<file path="config.mk">
export PLATFORM = sky130hd
export DESIGN_NAME = hex_display_scanner
export DESIGN_NICKNAME = d
export VERILOG_FILES = /design/src/rtl/hex_display_scanner.sv
export SDC_FILE = /design/constraint.sdc
export NUM_CORES = 1
export LEC_CHECK = 0
export CORE_UTILIZATION = 50
export CTS_CLUSTER_SIZE = 8
export DETAILED_ROUTE_END_ITERATION = 8
export PLACE_DENSITY = 0.72
export SYNTH_ARGS = -nofsm -noshare
export SYNTH_HDL_FRONTEND = slang
export SYNTH_SLANG_ARGS = --single-unit
</file>
<file path="constraint.sdc">
create_clock -name clk -period 2.6 [get_ports clk]
set_input_delay 0.26 -clock clk [delete_from_list [all_inputs] [get_ports clk]]
set_output_delay 0.26 -clock clk [all_outputs]
set_load 0.01 [all_outputs]
</file>
<file path="src/rtl/hex_display_scanner.sv">
// ============================================================================
//  Module   : hex_display_scanner
//  Purpose  : Time-multiplexed hex driver for a bank of common-anode digits,
//             with dead time, leading-zero suppression, blink and tear-free
//             double-buffered updates.
//  Revision : 1.0  initial release
// ============================================================================
`default_nettype none

module hex_display_scanner #(
    parameter int DIGITS       = 4,
    parameter int SLOT_CYCLES  = 50000,
    parameter int DEAD_CYCLES  = 2,
    parameter int BLINK_FRAMES = 64
) (
    input  logic                clk,
    input  logic                resetn,
    input  logic [4*DIGITS-1:0] value,
    input  logic                load,
    input  logic                lz_en,
    input  logic [DIGITS-1:0]   blink_mask,
    output logic [6:0]          seg_out,
    output logic [DIGITS-1:0]   dig_en_n,
    output logic                frame_start,
    output logic                pending
);

    localparam int SLOT_W = $clog2(SLOT_CYCLES);
    localparam int DIG_W  = (DIGITS > 1) ? $clog2(DIGITS) : 1;
    localparam int BLK_W  = (BLINK_FRAMES > 1) ? $clog2(BLINK_FRAMES) : 1;

    localparam logic [SLOT_W-1:0] SLOT_LAST  = SLOT_W'(SLOT_CYCLES - 1);
    localparam logic [SLOT_W-1:0] DEAD_END   = SLOT_W'(DEAD_CYCLES);
    localparam logic [DIG_W-1:0]  DIGIT_LAST = DIG_W'(DIGITS - 1);
    localparam logic [BLK_W-1:0]  BLINK_LAST = BLK_W'(BLINK_FRAMES - 1);

    // Counters hold the position of the cycle whose outputs are being
    // registered at the next edge, so the output registers lag by one.
    logic [SLOT_W-1:0]   pos_slot;
    logic [DIG_W-1:0]    pos_digit;
    logic                running;
    logic [4*DIGITS-1:0] display;
    logic [4*DIGITS-1:0] staging;
    logic                blink_phase;
    logic [BLK_W-1:0]    blink_cnt;

    logic                boundary;
    logic                slot_wrap;
    logic [3:0]          cur_nib;
    logic                cur_zero_above;
    logic                cur_mask;
    logic                zero_acc;
    logic                blank;
    logic                lit;
    logic [6:0]          seg_next;
    logic [DIGITS-1:0]   en_next;

    function automatic logic [6:0] hex_to_seg(input logic [3:0] nib);
        logic [6:0] seg;
        case (nib)
            4'h0: seg = 7'h40;
            4'h1: seg = 7'h79;
            4'h2: seg = 7'h24;
            4'h3: seg = 7'h30;
            4'h4: seg = 7'h19;
            4'h5: seg = 7'h12;
            4'h6: seg = 7'h02;
            4'h7: seg = 7'h78;
            4'h8: seg = 7'h00;
            4'h9: seg = 7'h18;
            4'hA: seg = 7'h08;
            4'hB: seg = 7'h03;
            4'hC: seg = 7'h46;
            4'hD: seg = 7'h21;
            4'hE: seg = 7'h06;
            default: seg = 7'h0E;
        endcase
        return seg;
    endfunction

    // The first edge after reset also sees position (0,0) but is not a boundary.
    assign boundary  = running && (pos_slot == '0) && (pos_digit == '0);
    assign slot_wrap = (pos_slot == SLOT_LAST);

    always_comb begin
        cur_nib        = 4'h0;
        cur_zero_above = 1'b0;
        cur_mask       = 1'b0;
        zero_acc       = 1'b1;
        for (int k = DIGITS - 1; k >= 0; k--) begin
            zero_acc = zero_acc & (display[4*k +: 4] == 4'h0);
            if (DIG_W'(k) == pos_digit) begin
                cur_nib        = display[4*k +: 4];
                cur_zero_above = zero_acc;
                cur_mask       = blink_mask[k];
            end
        end
        blank    = (lz_en && (pos_digit != '0) && cur_zero_above) ||
                   (blink_phase && cur_mask);
        lit      = (pos_slot >= DEAD_END) && !blank;
        seg_next = lit ? hex_to_seg(cur_nib) : 7'h7F;
        en_next  = lit ? ~(DIGITS'(1) << pos_digit) : '1;
    end

    always_ff @(posedge clk or negedge resetn) begin
        if (!resetn) begin
            pos_slot    <= '0;
            pos_digit   <= '0;
            running     <= 1'b0;
            display     <= '0;
            staging     <= '0;
            pending     <= 1'b0;
            blink_phase <= 1'b0;
            blink_cnt   <= '0;
            seg_out     <= 7'h7F;
            dig_en_n    <= '1;
            frame_start <= 1'b0;
        end else begin
            running     <= 1'b1;
            seg_out     <= seg_next;
            dig_en_n    <= en_next;
            frame_start <= boundary;

            pos_slot <= slot_wrap ? '0 : pos_slot + 1'b1;
            if (slot_wrap) begin
                pos_digit <= (pos_digit == DIGIT_LAST) ? '0 : pos_digit + 1'b1;
            end

            if (load) begin
                staging <= value;
            end

            if (boundary) begin
                if (load) begin
                    display <= value;
                end else if (pending) begin
                    display <= staging;
                end
                pending <= 1'b0;
                if (blink_cnt == BLINK_LAST) begin
                    blink_cnt   <= '0;
                    blink_phase <= ~blink_phase;
                end else begin
                    blink_cnt <= blink_cnt + 1'b1;
                end
            end else if (load) begin
                pending <= 1'b1;
            end
        end
    end

endmodule

`default_nettype wire
</file>
Word level (Yosys, flattened, before mapping)
Memory sizes are Yosys's and may differ from the RTL's. Index checks and enable logic that the tools add are counted.

Register bits: 71. Memory bits (read-only): 112. Output and inout bits: 13. Logic and storage cells: 68. Memories kept: 1.

Memories: (no name shown) (depth 16, bits a word 7, read ports 1, clocked after memory_dff 0, wr ports 0, RTL line 60) `case (nib)`.

$add $sub $neg: 3. Magnitude comparators: 1. Equal/unequal tests: 6. Shifts and indexed selects: 1. Mux-type cells: 21. Bitwise logic cells: 5. Reduce and logical (&&, ||, !) cells: 19.

Operator list (count): $mux W16 (3); $mux W4 (5); $add A16 B1 Y16 const B (1); $eq A16 B16 Y1 const B (1); $ge A16 B2 Y1 const B (1); $logic_not A16 Y1 (1); $logic_not A4 Y1 (4); $mux W1 (10); $mux W7 (1); $add A6 B1 Y6 const B (1); $eq A6 B6 Y1 const B (1); $logic_and A1 B1 Y1 (6); $mux W6 (1); $reduce_bool A2 Y1 (3); $eq A2 B2 Y1 const A (2); $not A4 Y4 (1); $reduce_and A2 Y1 (2); $shl A1 B2 Y4 const A (1); $and A1 B1 Y1 (3); $add A2 B1 Y2 const B (1); $eq A1 B2 Y1 const A (1); $eq A2 B2 Y1 const B (1); $logic_not A2 Y1 (1); $mux W2 (1); other kinds (3) (3).

Depth between registers and ports, before layout
Gate-level depths: netlist of run 1.

Word-level depth: 10. Gate-level depth with buffers: 11. Depth with buffers taken out: 10.

Worst setup path before layout of run 1
OpenSTA, ideal clock, no wires.

Kind: reg-to-reg. Start point: register pos_digit[0]. End point: register seg_out[3]. Library setup time: 0.085 ns. Arrival: 2.330 ns. Path slack: 0.185 ns. Stages on the path, launching flop included: 12. Clock period less this slack: 2.415 ns. Cells stage by stage: dfrtp_1 -> inv_1 -> ha_1 -> buf_2 -> a21oi_1 -> o21ai_0 -> a22oi_1 -> inv_1 -> ha_1 -> mux2_2 -> nor2_1 -> o31ai_1.

Longest elaborated chain between the ends: 10. Elaborated cells on any way between the ends: 25. Classes of those cells: eq/ne: 3; mux: 13; reduce/logical: 8; memory: 1.

RTL lines: start: declaration (RTL line 40) `logic [DIG_W-1:0] pos_digit;`; start signal: assignment (RTL line 126) `pos_digit <= (pos_digit == DIGIT_LAST) ? '0 : pos_digit + 1'b1;`; branches (longest 9 deep; another with $mem_v2 Z16 W7); $mux W7 * (RTL line 101) `seg_next = lit ? hex_to_seg(cur_nib) : 7'h7F;`; net seg_next[3] (RTL line 55) `logic [6:0] seg_next;`; end signal: assignment (RTL line 120) `seg_out <= seg_next;`; end: declaration (RTL line 22) `output logic [6:0] seg_out,`.

Mark *: on every way through the listed nets, which the timed path passes. A chain may end at the register's enable or synchronous reset.

Worst setup path after layout of run 1
Start point: register pos_digit[1]. End point: register seg_out[3].

The elaborated chain is that of the path after synthesis.

==> summary.md, run 1 <==
| Metric | Value |
|---|---|
| Placement Cell Area | 0.00386 sq mm |
| Fillers | 535 |
| First-pass GRT wire length | 11.2 mm |
| Ys flop type | dfrtp_1 |
| Mean Syn Cell Area | 12.0 sq um |
| Crit end category | register |
| PwrDens | 565 mW/mm^2 |
| Worst Max-Slew Pin Slew | 636 ps |
| CP Launch Point | pos_digit[1] |
| CP Class | register to register |
| Crit path launch type | register |
| Inserted Diodes | 0 |
| Gr busiest metal | met2 |
| Top cells by count, synth | dfrtp_1 (60), mux2_2 (25), nor2_1 (19) |
| R2R setup slack | 230 ps |
| Status | finished with violations |
| #FFs+latches synth | 71 |
| Largest net degree at the start of global routing | 28 |
| Reg2Reg Launch Point | pos_digit[1] |
| Final instance area | 0.00406 sq mm |
| Ratio of cells with drive above 1 in the final layout | 22.8% |
| CP Max Fanout | 8 |
| Initial antenna violation count | 0 |
| Worst slew margin | 57.2% |
| Highest clock rate | 0.421 GHz |
| Layout Nets | 371 |
| Most instantiated library cell after synthesis | dfrtp_1 |
| Worst-case clock skew | 12.0 ps |
| Top cell family by delay on the critical path | adder cells |
| FF-to-FF path depth | 9 |
| Layout area overhead | 18.4% |
| CP endpoint | seg_out[3] |
| DRC errors left | 4 |
| CP Buf/Inv Count | 2 |
| I/O Buffers | 36 |
| All-Layer GR Usage | 20.2% |
| CTS buffer count | 9 |
| EDFF count, synth | 0 |
| Crit-path cells | inv_1 -> ha_1 -> a21oi_1 -> a32oi_1 -> inv_1 -> ha_1 -> mux2_2 -> nor2_1 -> o31ai_1 |
| Via/cell ratio | 5.49 |
| Root buf cell | clkbuf_8 |
| Mapped Nets | 325 |
| Yosys cell types | 51 |
| Count of pins over their slew limit | 0 |
| Starting Density | 52.8% |
| Maxcap violations | 0 |
| Routability cong. | 0.784 |
| Stages on the worst setup path | 9 |
| Chip height | 84.8 um |
| Share of the synthesized area in the top cell type | 43.8% |
| Met2 Usage GRT | 32.4% |
| Area of the die | 0.00720 sq mm |
| Slowest CP cell | dfrtp_1 |
| Syn. warnings | 0 |
| Post-layout min period | 2370 ps |
| CP arrival | 2650 ps |
| Setup Buffers After CTS | 0 |
| First DRT Iteration DRCs | 135 |
| Chip width | 84.8 um |
| Slowest cell delay on critical path | 400 ps |
| Drt pass-1 iters | 6 |
| Core footprint | 0.00649 sq mm |
| CP required | 2870 ps |
| CTS tree | yes |
| Average wire per standard cell | 15.9 um |
| Cell taking the most area after synthesis | dfrtp_1 |
| Clock Latency Late Sink | 340 ps |
| FF-to-FF End | seg_out[3] |
| Final hold violations | 0 |
| Longest Clk Path Bufs | 2 |
| Dominant cells by area after synthesis | dfrtp_1 (44%), dfstp_2 (8.4%), mux2_2 (8.2%), ha_1 (5.1%), mux2_4 (4.4%) |
| Drt total wl | 6.59 mm |
| Endpoints failing setup | 0 |
| Row Count | 29 |
| Ports | 37 |
| Worst-path clk slew | 80 ps |
| GRT Residual Overflow | 0 |
| Tightest Hold Check Type | input pin to async pin |
| Mapped Cells | 287 |
| Vias in the first global route | 2,334 |
| Failing checks | DRC |
| M3 GR Usage | 3.40% |
| Leakage power | 1.78 nW |
| Clk sinks | 71 |
| Synth async-reset ratio | 100% |
| HPWL after DPL | 4.57 mm |
| Post-synthesis sequential area ratio | 52.2% |
| RSZ-0062 raised after global routing | false |
| H-tree lvl count | 3 |
| Fin crit share | 91.3% |
| Max IR drop VDD | 0.311 mV |
| Met1 Use GR | 26.6% |
| Setup TNS | 0 ps |
| Vias | 2,278 |
| Final antenna-violating net count | 0 |
| Mapped Area | 0.00343 sq mm |
worst min path at each step:
stage                          start            to  slack, ps  cells past startpoint
after floorplan               resetn  blink_cnt[0]        -40                      0
after global placement        resetn    staging[8]        290                      1
after detailed placement      resetn    staging[8]        300                      1
after CTS                     resetn    staging[8]        470                      2
after global routing      staging[0]    staging[0]        510                      1
final                         resetn    staging[6]        450                      2
metal layers:
layer  vias to the layer above  part of all wire [%]  routed length [um]
met1                      1110                    48                3150
met4                         0                   2.6                 174
met2                        50                    46                3050
met5                         -                     0                   0
met3                        17                   3.2                 211
li1                       1101                     -                   -
sequential cells by signal, indices dropped and copies added (netlist names):
register,count
blink_cnt,6
blink_phase,1
dig_en_n,4
display,16
frame_start,1
pending,1
pos_digit,2
pos_slot,16
running,1
seg_out,7
staging,16
layout by cell type (no fill, tap or decap), types with 10 or more instances in the layout:
cell type / count
dfrtp_1: 60
clkdlybuf4s50_1: 35
mux2_2: 25
nor2_1: 19
nand2_1: 18
inv_1: 13
nand3_1: 13
ha_1: 12
dfstp_2: 11
xnor2_1: 10
mux2_4: 10
cell families after synthesis:
logic type | synth area share (%)
compound gates | 6.75
xor+xnor | 4.34
fa+ha+maj | 5.11
buf+inv | 4.16
flops | 52.2
mux | 14.0
other cells | 0.109
simple gates | 13.3
report_power, final:
part           leakage [nW]  switching [mW]  internal (mW)
combinational         0.814           0.110          0.143
sequential            0.878          0.0298           1.18
clock                0.0920           0.397          0.442
worst reg2reg max path, cell delays in order (launching register included):
cell and delay, ps:
dfrtp_1 400, inv_1 110, ha_1 340, a21oi_1 170, a32oi_1 250, inv_1 120
ha_1 390, mux2_2 360, nor2_1 90, o31ai_1 80
final cells by class:
cell class	instances	area (sq um)	area share [%]
tap	77	96.3	2.37
multi-input combinational	191	1510	37.1
clock inverter	4	47.5	1.17
timing repair buffer	46	433	10.7
inverter	14	52.6	1.29
sequential	71	1790	44.1
clock buffer	12	135	3.33
per-stage QoR:
step           instances  setup WS (ps)  power [mW]  hold slack, ps  util (%)
2_1_floorplan        287            185        1.35           -35.6         -
3_3_place_gp         398            314        1.47             287      59.4
3_5_place_dp         398            171        1.48             298      59.4
4_1_cts              415            146        2.32             468      62.4
5_1_grt              415           30.6        2.40             514      62.6
6_report             415            226        2.30             451      62.6
what timing repair did:
| item | CTS | global route |
|---|---|---|
| endpoints found under the setup margin | 0 | 1 |
| endpoints found under the hold margin | 25 | 0 |
| resized for setup | 0 | 3 |
| hold buffers | 1 | 0 |
(Power assumes the default switching activity.)
==> inputs of run 2 (changes only) <==
--- a/config.mk
+++ b/config.mk
@@ -5,6 +5,7 @@
 export SDC_FILE = /design/constraint.sdc
 export NUM_CORES = 1
 export LEC_CHECK = 0
+export CORE_ASPECT_RATIO = 0.5
 export CORE_UTILIZATION = 50
 export CTS_CLUSTER_SIZE = 8
 export DETAILED_ROUTE_END_ITERATION = 8
==> run 2 against run 1 <==
  * The flow now finishes without violations
  * Global-route usage rose by 0.42 points
  * Non-clock buffer count fell by 1
  * Worst setup slack got worse by 38 ps
  * Combinational power barely moved
  * Core utilization rose by 4.4 points
  * Register-to-register slack got worse by 40 ps
  * Sequential power barely moved
  * Design area rose by 4.4%
  * Critical endpoint unchanged
==> summary.md, run 2 (same netlist as run 1, synthesis figures left out) <==
| Metric | Value |
|---|---|
| Post-layout min period | 2410 ps |
| CP arrival | 2650 ps |
| Final antenna-violating net count | 0 |
| Registers with the most flip-flops | display (16), pos_slot (16), staging (16) |
| Fillers | 470 |
| Fin crit share | 92.8% |
| Ratio of cells with drive above 1 in the final layout | 23.4% |
| Starting Density | 54.2% |
| Tightest Hold Check Type | register to register |
| Area of the die | 0.00722 sq mm |
| Worst slew margin | 54.6% |
| Largest net degree at the start of global routing | 43 |
| Highest clock rate | 0.415 GHz |
| CP required | 2840 ps |
| Initial antenna violation count | 0 |
| CP Max Fanout | 10 |
| H-tree lvl count | 3 |
| Layout Nets | 370 |
| RSZ-0062 raised after global routing | false |
| Chip height | 60.6 um |
| Status | finished, final reports clean |
| Crit end category | register |
| First DRT Iteration DRCs | 76 |
| Worst-case clock skew | 5.66 ps |
| Clk sinks | 71 |
| Drt total wl | 6.45 mm |
| Vias | 2,278 |
| PwrDens | 678 mW/mm^2 |
| R2R setup slack | 190 ps |
| Count of pins over their slew limit | 0 |
| Routability cong. | 0.833 |
| Fin util | 67.0% |
| Worst Max-Slew Pin Slew | 680 ps |
| GRT Residual Overflow | 0 |
| Row Count | 20 |
| Layout area overhead | 23.6% |
| Max IR drop VDD | 0.352 mV |
| Commonest non-fill, non-tap cell in the layout | dfrtp_1 |
| Endpoints failing setup | 0 |
| Ports | 37 |
| Longest Clk Path Bufs | 2 |
| Root buf cell | clkbuf_16 |
| CTS tree | yes |
| CTS buffer count | 9 |
| First-pass GRT wire length | 11.1 mm |
| Vias in the first global route | 2,363 |
| Average wire per standard cell | 15.2 um |
| HPWL after DPL | 4.59 mm |
| CP Class | register to register |
| Maxcap violations | 0 |
| Clock Latency Late Sink | 340 ps |
| Via/cell ratio | 5.36 |
| Chip width | 119 um |
| Final hold violations | 0 |
| I/O Buffers | 36 |
| Inserted Diodes | 0 |
| DRC errors left | 0 |
| Most frequent cells in the layout | dfrtp_1 (60), clkdlybuf4s50_1 (35), mux2_2 (25) |
| Setup TNS | 0 ps |
| Crit path launch type | register |
| All-Layer GR Usage | 20.6% |
| Leakage power | 1.86 nW |
| Drt pass-1 iters | 4 |
| Core footprint | 0.00633 sq mm |
| Worst-path clk slew | 60 ps |
-- run 2: changes by cell type in the layout (fill, tap and decap cells not counted) --
cell | before | now
clkinv_2 | 1 | 2
clkbuf_16 | 0 | 9
buf_12 | 0 | 1
a22oi_2 | 1 | 0
clkinv_4 | 1 | 0
clkinvlp_4 | 0 | 1
bufinv_16 | 1 | 3
buf_4 | 9 | 7
clkinv_1 | 1 | 0
a22oi_1 | 0 | 1
clkbuf_8 | 9 | 1
clkbuf_1 | 3 | 0
-- run 2: timing repair --
action | CTS | global route
buffers inserted | 0 | 0
gates resized for setup | 0 | 2
endpoints found under the hold margin | 18 | 0
endpoints found under the setup margin | 0 | 1
hold buffers | 1 | 0
-- run 2: final cells by class --
cell class | instances | area (sq um) | share of cell area (%)
clock inverter | 6 | 108 | 2.54
clock buffer | 10 | 239 | 5.64
tap | 88 | 110 | 2.60
multi-input combinational | 191 | 1500 | 35.4
sequential | 71 | 1790 | 42.2
inverter | 14 | 52.6 | 1.24
timing repair buffer | 45 | 438 | 10.3
-- run 2: metal layers --
layer,global-route usage (%),part of all wire [%],vias up
li1,-,-,1099
met1,25.0,46,1137
met2,35.0,48,31
met3,7.42,4.3,11
met4,7.41,1.3,0
met5,0,0,-
-- run 2: through the flow --
stage | power [mW] | std cells | area, sq um | hold WS [ps] | setup slack [ps]
4_1_cts | 2.90 | 425 | 4240 | 480 | 63.4
3_3_place_gp | 1.47 | 408 | 3880 | 330 | 264
5_1_grt | 2.97 | 425 | 4240 | 509 | 43.4
6_report | 2.87 | 425 | 4240 | 476 | 188
2_1_floorplan | 1.35 | 287 | 3430 | -35.6 | 185
3_5_place_dp | 1.48 | 408 | 3880 | 337 | 73.4
-- run 2: path summary, 6_finish.rpt --
| check | cells after the start | from | end |
|---|---|---|---|
| max | 9 | pos_digit[0] | seg_out[3] |
| min | 1 | blink_phase | blink_phase |
| max reg2reg | 9 | pos_digit[0] | seg_out[3] |
| min reg2reg | 1 | blink_phase | blink_phase |
| max in group asynchronous | 3 | resetn | staging[4] |
| min in group asynchronous | 2 | resetn | pos_slot[7] |
-- run 2: worst max-delay path, stage by stage, from the launching register on --
cell and delay (ps):
dfrtp_1 420, inv_1 120, ha_1 360, a21oi_1 100
a32oi_1 250, inv_1 120, ha_1 390, mux2i_1 210
nor2_1 60, o31ai_1 280
-- run 2: power by group --
part	switching (mW)	internal [mW]	total, mW
clock network	0.458	0.959	1.42
logic	0.108	0.143	0.251
registers	0.0279	1.18	1.21
total	0.594	2.28	2.87
